<file path="config.mk">
export PLATFORM = sky130hd
export DESIGN_NAME = imem_port_arbiter
export DESIGN_NICKNAME = d
export VERILOG_FILES = /design/src/rtl/imem_port_arbiter.sv
export SDC_FILE = /design/constraint.sdc
export NUM_CORES = 1
export LEC_CHECK = 0
export BUFFER_PORTS_ARGS = -buffer_cell sky130_fd_sc_hd__buf_2
export CORE_UTILIZATION = 43
export DETAILED_ROUTE_END_ITERATION = 12
export PLACE_DENSITY = 0.88
export SLEW_MARGIN = 10
export SYNTH_ARGS = -nofsm -noshare
export SYNTH_HDL_FRONTEND = slang
export SYNTH_SLANG_ARGS = --single-unit
</file>
<file path="constraint.sdc">
create_clock -name clk -period 1.6 [get_ports clk]
set_input_delay 0.32 -clock clk [delete_from_list [all_inputs] [get_ports clk]]
set_output_delay 0.32 -clock clk [all_outputs]
set_load 0.005 [all_outputs]
</file>
<file path="src/rtl/imem_port_arbiter.sv">
// Shares the single-port instruction ROM between instruction fetch and a load port.
// Fetch has fixed priority. A starvation counter forces a load grant once the load has waited long enough.
//
// owner   | meaning
// --------+-----------------------------------------------
// NONE    | no ROM read issued last cycle
// IF      | last cycle's read belongs to fetch
// LD      | last cycle's read belongs to the load port
module imem_port_arbiter #(
  parameter int ADDR_W     = 10,
  parameter int DATA_W     = 32,
  parameter int STARVE_LIM = 4
) (
  input  logic              clk,
  input  logic              rst_n,
  input  logic              if_req_i,
  input  logic [ADDR_W-1:0] if_addr_i,
  output logic              if_gnt_o,
  output logic              if_rvalid_o,
  output logic [DATA_W-1:0] if_data_o,
  input  logic              flush_i,
  input  logic              ld_req_i,
  input  logic [ADDR_W-1:0] ld_addr_i,
  output logic              ld_gnt_o,
  output logic              ld_rvalid_o,
  output logic [DATA_W-1:0] ld_data_o,
  output logic              rom_ce_o,
  output logic [ADDR_W-1:0] rom_addr_o,
  input  logic [DATA_W-1:0] rom_data_i
);

  localparam logic [1:0] OWN_NONE = 2'd0;
  localparam logic [1:0] OWN_IF   = 2'd1;
  localparam logic [1:0] OWN_LD   = 2'd2;

  localparam logic [3:0] STARVE_MAX = 4'(STARVE_LIM);

  logic [3:0]        starve_cnt;
  logic [1:0]        owner;
  logic [ADDR_W-1:0] last_addr;
  logic [DATA_W-1:0] if_hold;
  logic [DATA_W-1:0] ld_hold;
  logic              ld_force;

  assign ld_force = ld_req_i && (starve_cnt == STARVE_MAX);
  assign if_gnt_o = if_req_i && !ld_force;
  assign ld_gnt_o = ld_req_i && (ld_force || !if_req_i);
  assign rom_ce_o = if_gnt_o || ld_gnt_o;

  // An idle cycle keeps the previous address on the bus.
  always_comb begin
    rom_addr_o = last_addr;
    if (ld_gnt_o)      rom_addr_o = ld_addr_i;
    else if (if_gnt_o) rom_addr_o = if_addr_i;
  end

  assign if_rvalid_o = (owner == OWN_IF) && !flush_i;
  assign ld_rvalid_o = (owner == OWN_LD);
  assign if_data_o   = if_rvalid_o ? rom_data_i : if_hold;
  assign ld_data_o   = ld_rvalid_o ? rom_data_i : ld_hold;

  always_ff @(posedge clk or negedge rst_n) begin
    if (!rst_n) begin
      starve_cnt <= 4'd0;
      owner      <= OWN_NONE;
      last_addr  <= '0;
      if_hold    <= '0;
      ld_hold    <= '0;
    end else begin
      if (!ld_req_i || ld_gnt_o)
        starve_cnt <= 4'd0;
      else if (starve_cnt != STARVE_MAX)
        starve_cnt <= starve_cnt + 4'd1;

      if (ld_gnt_o)      owner <= OWN_LD;
      else if (if_gnt_o) owner <= OWN_IF;
      else               owner <= OWN_NONE;

      if (rom_ce_o)    last_addr <= rom_addr_o;
      // A killed fetch response leaves the fetch hold register untouched.
      if (if_rvalid_o) if_hold   <= rom_data_i;
      if (ld_rvalid_o) ld_hold   <= rom_data_i;
    end
  end

endmodule
</file>
==> run metrics, run 1 <==
gpl congestion 0.735; top post-synthesis cells by area dfrtp_1, mux2_2, mux2i_1; drt wl/cell 17.4 um; area post-placement 0.00415 mm2; routed wire length 8570 um; Remaining DRCs 0; Critical Path Source Type register; synthesis-to-layout area growth 50.6%; CP max FO 27; total track usage 21.3%; post-DP HPWL 4930 um; Core Box Area between 0.007 and 0.008 mm2; syn avg cell area about 15 um2; Inst Count DP ~450; crit share post-route 130%; DR vias 2453; largest net degree at the start of global routing 81; synthesized area between 0.003 and 0.004 mm2; CTS tree done; required time worst endpoint 1280 ps; max-slew violations 0; Clock Path Buffers 2; GR Overflow Total 0; count of different cell masters after synthesis 23; Hold WC Path Type in -> async; yosys warns 0; htree depth 3; Relative slew margins a little under three quarters; sequential area share after synthesis 61.1%; Worst Setup EP if_data_o[0]; initial antenna violation count 1; RSZ-0062 raised after global routing true; worst reg2reg setup slack -60 ps; Slew @ Worst Pin 426 ps; final instance area 0.00494 mm2; Pwr Density 1060 mW/mm2; first-pass GRT wire length 12400 um; failing checks negative hold slack, negative setup slack; nets@finish 448; Initial Util between 40 and 50%; max capacitance violation total 0; DRT iter0 DRCs 34; I/O Buffers 135; layout cells sized above 1 73.5%; synthesized flop and latch total 80; clock latency on the worst-skew pair ~340 ps; r2r worst-path depth 9; hold_ws -13.8 ps; Fmax 480 MHz; most common cell after layout, fill and taps aside buf_2; Syn Inst Count ~220; Filler cells 537; Yosys top cell by area dfrtp_1; R2R Path End last_addr[8]; Die Ht 89.3 um; final hold viol count 12; I/O pins about 140; Site Rows 31; Finished Layout Cells around 490; CTS Buf Count 9; status finished with violations; static leakage 2.51 nW; Die X between 80 and 90 um; most frequent cells in the layout buf_2, dfrtp_1, mux2_2, mux2_4, buf_4; Clock Sinks 80; Critical Path AT 1760 ps; crit end category output port; Final setup viols 80; Hold-fix buffers, CTS 0; FF-to-FF Start starve_cnt[0]; Worst-path clk slew 80 ps; Final min period around 2100 ps; peak supply drop between 400 and 500 uV; top-area cell type share of the netlist area 61.1%; vias in the first global route about 2500; Worst setup startpoint owner[1]; CTS Root Cell clkbuf_8; slack of the critical path -485 ps; total die area 0.00798 mm2; Routed Antenna Nets 0; Clock Skew 8.78 ps; crit path kind reg -> out; router iterations before antenna repair 4; Via-to-Cell Ratio approximately 5; Post-Synthesis Net Count 276
## final cells by class
cell class / count / area, um2 / share of cell area [%]
inverters: 3 / 11.3 / 0.228
multi-input cells: 122 / 1470 / 29.7
clock inverters: 5 / 57.6 / 1.17
diodes: 1 / 2.50 / 0.0507
well taps: 99 / 124 / 2.51
repair buffers: 173 / 1140 / 23.0
flip-flops and latches: 80 / 2000 / 40.5
clock buffers: 10 / 138 / 2.79
## per-layer routing
| metal | wire [um] | up-vias | global-route usage, % |
|---|---|---|---|
| met5 | 0 | - | 0 |
| met4 | 119 | 0 | 7.65 |
| met3 | 502 | 13 | 5.17 |
| met2 | 4540 | 103 | 38.1 |
| met1 | 3410 | 1227 | 24.8 |
| li1 | - | 1110 | - |
## timing repair
action / 4_1_cts / 5_1_grt
setup endpoints to repair: 78 / 87
buffers inserted: 14 / 6
cloned: 6 / 0
resized for setup: 56 / 37
pin swaps: 14 / 14
## cell families after synthesis
kind of cell	after synthesis	synth area share (%)
AO/OA/AOI/OAI	20	4.08
XOR/XNOR	2	0.534
adder cells (fa/ha/maj)	2	0.763
buffers and inverters	17	3.74
flip-flops	80	61.1
multiplexers	74	25.0
AND/OR/NAND/NOR	22	4.77
## worst min-delay path by stage
stage          startpoint           to  slack [ps]  cells past startpoint
5_1_grt             rst_n  if_hold[20]           2                      2
3_5_place_dp        rst_n  if_hold[14]         380                      2
6_report            rst_n  if_hold[20]         -10                      2
2_1_floorplan       rst_n   if_hold[0]          20                      0
3_3_place_gp        rst_n  ld_hold[20]         370                      2
4_1_cts             rst_n  if_hold[20]           3                      2
## through the flow
step	setup WS [ps]	util (%)	setup TNS [ps]	power, mW
after floorplan	-12.4	-	-62.0	2.98
after global placement	-104	56.9	-3700	3.48
after detailed placement	-128	56.9	-4680	3.54
after CTS	-502	65.4	-33520	5.16
after global routing	-554	67.7	-37240	5.48
final	-485	67.7	-31560	5.21
## synth_stat cells (all sizes together)
cell / n
and2: 2
and3: 4
buf: 12
clkbuf: 2
dfrtp: 80
ha: 2
inv: 3
mux2: 64
mux2i: 10
nand2b: 1
nand3: 11
nand4b: 1
nor2b: 1
nor3b: 1
o21ai: 20
or2: 1
xnor2: 1
xor2: 1
## flip-flops by register name, indices dropped and copies added, names as in the netlist
register,count
owner,2
starve_cnt,4
ld_hold,32
if_hold,32
last_addr,10
## worst max-delay path, stage by stage, from the launching register on
cell,delay (ps)
dfrtp_1,410
nor3b_4,260
buf_12,220
mux2_2,370
buf_2,140
## report_power, final
group / internal (mW) / switching, mW
registers: 2.34 / 0.0953
logic: 0.756 / 0.560
clock network: 0.752 / 0.708
total: 3.85 / 1.36
(Power assumes the default switching activity.)
==> inputs of run 2 (changes only) <==
--- a/config.mk
+++ b/config.mk
@@ -6,9 +6,10 @@
 export NUM_CORES = 1
 export LEC_CHECK = 0
 export BUFFER_PORTS_ARGS = -buffer_cell sky130_fd_sc_hd__buf_2
-export CORE_UTILIZATION = 43
+export CORE_UTILIZATION = 45
+export CTS_BUF_LIST = sky130_fd_sc_hd__clkbuf_8
 export DETAILED_ROUTE_END_ITERATION = 12
-export PLACE_DENSITY = 0.88
+export PLACE_DENSITY = 0.91
 export SLEW_MARGIN = 10
 export SYNTH_ARGS = -nofsm -noshare
 export SYNTH_HDL_FRONTEND = slang
==> run metrics, run 2 (synthesis gave the netlist of run 1 again) <==
CP bufs+invs 3 (was 2); router iterations before antenna repair 4 (unchanged); area post-placement 0.00417 mm2 (was 0.00415 mm2); routed wire length 9780 um (was 8570 um); Fmax 482 MHz (was 480 MHz); Final min period 2070 ps (was 2080 ps); most used routing layer met2 (unchanged); GR Overflow Total 0 (unchanged); biggest registers after layout if_hold x32, ld_hold x32, last_addr x10 (unchanged); post-DP HPWL 5060 um (was 4930 um); total track usage 22.9% (was 21.3%); largest net degree at the start of global routing 81 (unchanged); required time worst endpoint 1280 ps (about the same); first-pass GRT wire length 12900 um (was 12400 um); final hold viol count 7 (was 12); peak supply drop 726 uV (was 449 uV); M3 GR Usage 4.08% (was 5.17%); TNS Setup -31380 ps (was -31560 ps); Initial Util 47.5% (was 45.0%); Final setup viols 81 (was 80); max capacitance violation total 0 (unchanged); Crit path max-delay family buffers and inverters (was flip-flops); Clock Skew 6.99 ps (was 8.78 ps); Inst Count DP 452 (was 453); slack of the critical path -474 ps (was -485 ps); max-slew violations 0 (unchanged); crit end category output port (unchanged); CP max FO 10 (was 27); CTS tree done (unchanged); nets@finish 459 (was 448); Net Sw Frac 24.8% (was 26.2%); crit share post-route 130% (about the same); clock latency on the worst-skew pair 340 ps (about the same); Core Box Area 0.00691 mm2 (was 0.00729 mm2); most frequent cells in the layout buf_2, dfrtp_1, mux2_4 (was buf_2, dfrtp_1, mux2_2, mux2_4, buf_4); Reg power frac 41.6% (was 46.7%); ANT cells 0 (was 1); gpl congestion 0.769 (was 0.735); Routed Antenna Nets 0 (unchanged); hold_ws -13.7 ps (was -13.8 ps); I/O pins 136 (unchanged); Filler cells 407 (was 537); Slew @ Worst Pin 437 ps (was 426 ps); vias in the first global route 2591 (was 2473); total die area 0.00763 mm2 (was 0.00798 mm2); Worst-path clk slew 80 ps (about the same); CP max-delay cell dfrtp_1 (unchanged); Relative slew margins 70.9% (was 71.6%); slowest stage delay, CP 410 ps (about the same); FF+latch area 0.00200 mm2 (unchanged); Clock Sinks 80 (unchanged); RSZ-0062 raised after global routing true (unchanged); CTS Buf Count 9 (unchanged); initial antenna violation count 0 (was 1); Power Total 5.88 mW (was 5.21 mW); DR vias 2574 (was 2453); clock network fraction of design power 30.5% (was 28.0%); htree depth 3 (unchanged); Die X 87.4 um (was 89.3 um); most common cell after layout, fill and taps aside buf_2 (unchanged); Finished Layout Cells 501 (was 493); Psw 1.46 mW (was 1.36 mW); Remaining DRCs 0 (unchanged); static leakage 2.79 nW (was 2.51 nW); Critical Path AT 1750 ps (was 1760 ps); drt wl/cell 19.5 um (was 17.4 um); CTS Root Cell clkbuf_8 (unchanged); area taken by multi-input logic gates 0.00155 mm2 (was 0.00147 mm2); layout cells sized above 1 75.6% (was 73.5%); crit path kind reg -> out (unchanged); Via-to-Cell Ratio 5.14 (was 4.98); Die Ht 87.4 um (was 89.3 um); met1 global-route usage 27.5% (was 24.8%); synthesis-to-layout area growth 66.0% (was 50.6%); Clock Path Buffers 2 (unchanged); DRT iter0 DRCs 66 (was 34); failing checks negative hold slack, negative setup slack (unchanged); Logic pwr share 27.8% (was 25.2%); Critical Path Source Type register (unchanged); Pwr Density 1080 mW/mm2 (was 1060 mW/mm2); cells along the critical path nor3b_4 -> buf_6 -> buf_12 -> mux2_2 -> buf_2 (was nor3b_4 -> buf_12 -> mux2_2 -> buf_2); I/O Buffers 135 (unchanged); Internal 4.42 mW (was 3.85 mW); status finished with violations (unchanged); DP Worst Slack -131 ps (was -128 ps); Hold WC Path Type in -> async (unchanged); met2 GRT Util 40.6% (was 38.1%); final instance area 0.00544 mm2 (was 0.00494 mm2); Site Rows 30 (was 31)
[run 2: changes by cell type in the layout (fill, tap and decap cells not counted), sizes merged]
cell / previous run / this run
clkinvlp: 3 / 0
clkinv: 1 / 2
bufinv: 1 / 3
buf: 173 / 179
diode: 1 / 0
clkbuf: 10 / 15
inv: 3 / 4
[run 2: cell type report]
type | instances | area share (%)
inverter | 3 | 0.207
tap | 96 | 2.21
clock buffer | 10 | 2.53
sequential | 80 | 36.8
multi-input combinational | 122 | 28.6
timing repair buffer | 184 | 27.7
clock inverter | 6 | 1.98
[run 2: final timing paths]
path | to | slack (ps) | cells after the start | from
max in group asynchronous | ld_hold[5] | 1260 | 2 | rst_n
setup reg to reg | last_addr[8] | -40 | 9 | starve_cnt[0]
hold reg to reg | ld_hold[12] | 500 | 1 | ld_hold[12]
setup / recovery | if_data_o[5] | -470 | 5 | owner[1]
hold / removal | last_addr[5] | -10 | 2 | rst_n
min in group clk | ld_hold[2] | 230 | 2 | rom_data_i[2]
[run 2: per-stage QoR]
step | utilization [%] | hold slack (ps)
6_report | 78.8 | -13.7
5_1_grt | 78.8 | 30.0
4_1_cts | 72.4 | 16.6
3_5_place_dp | 60.4 | 387
3_3_place_gp | 60.4 | 369
2_1_floorplan | - | 24.4
[run 2: what timing repair did]
action | CTS | global route
buffers inserted | 10 | 14
endpoints found under the setup margin | 78 | 82
cloned | 6 | 5
hold buffers | 0 | 0
gates resized for setup | 90 | 48
pin swaps | 18 | 9
[run 2: power groups by stage]
stage / Clock [mW] / Sequential (mW) / Combinational (mW)
final: 1.80 / 2.45 / 1.64
after global routing: 1.90 / 2.48 / 1.74
after CTS: 1.82 / 2.44 / 1.38
after detailed placement: 0 / 2.47 / 1.09
after global placement: 0 / 2.44 / 1.04
after floorplan: 0 / 2.43 / 0.553
[run 2: metal layers]
layer  vias to the layer above  part of all wire (%)
met5                         -                     0
met2                       105                    54
met1                      1318                    40
li1                       1133                     -
met3                        18                   4.2
met4                         0                   1.8
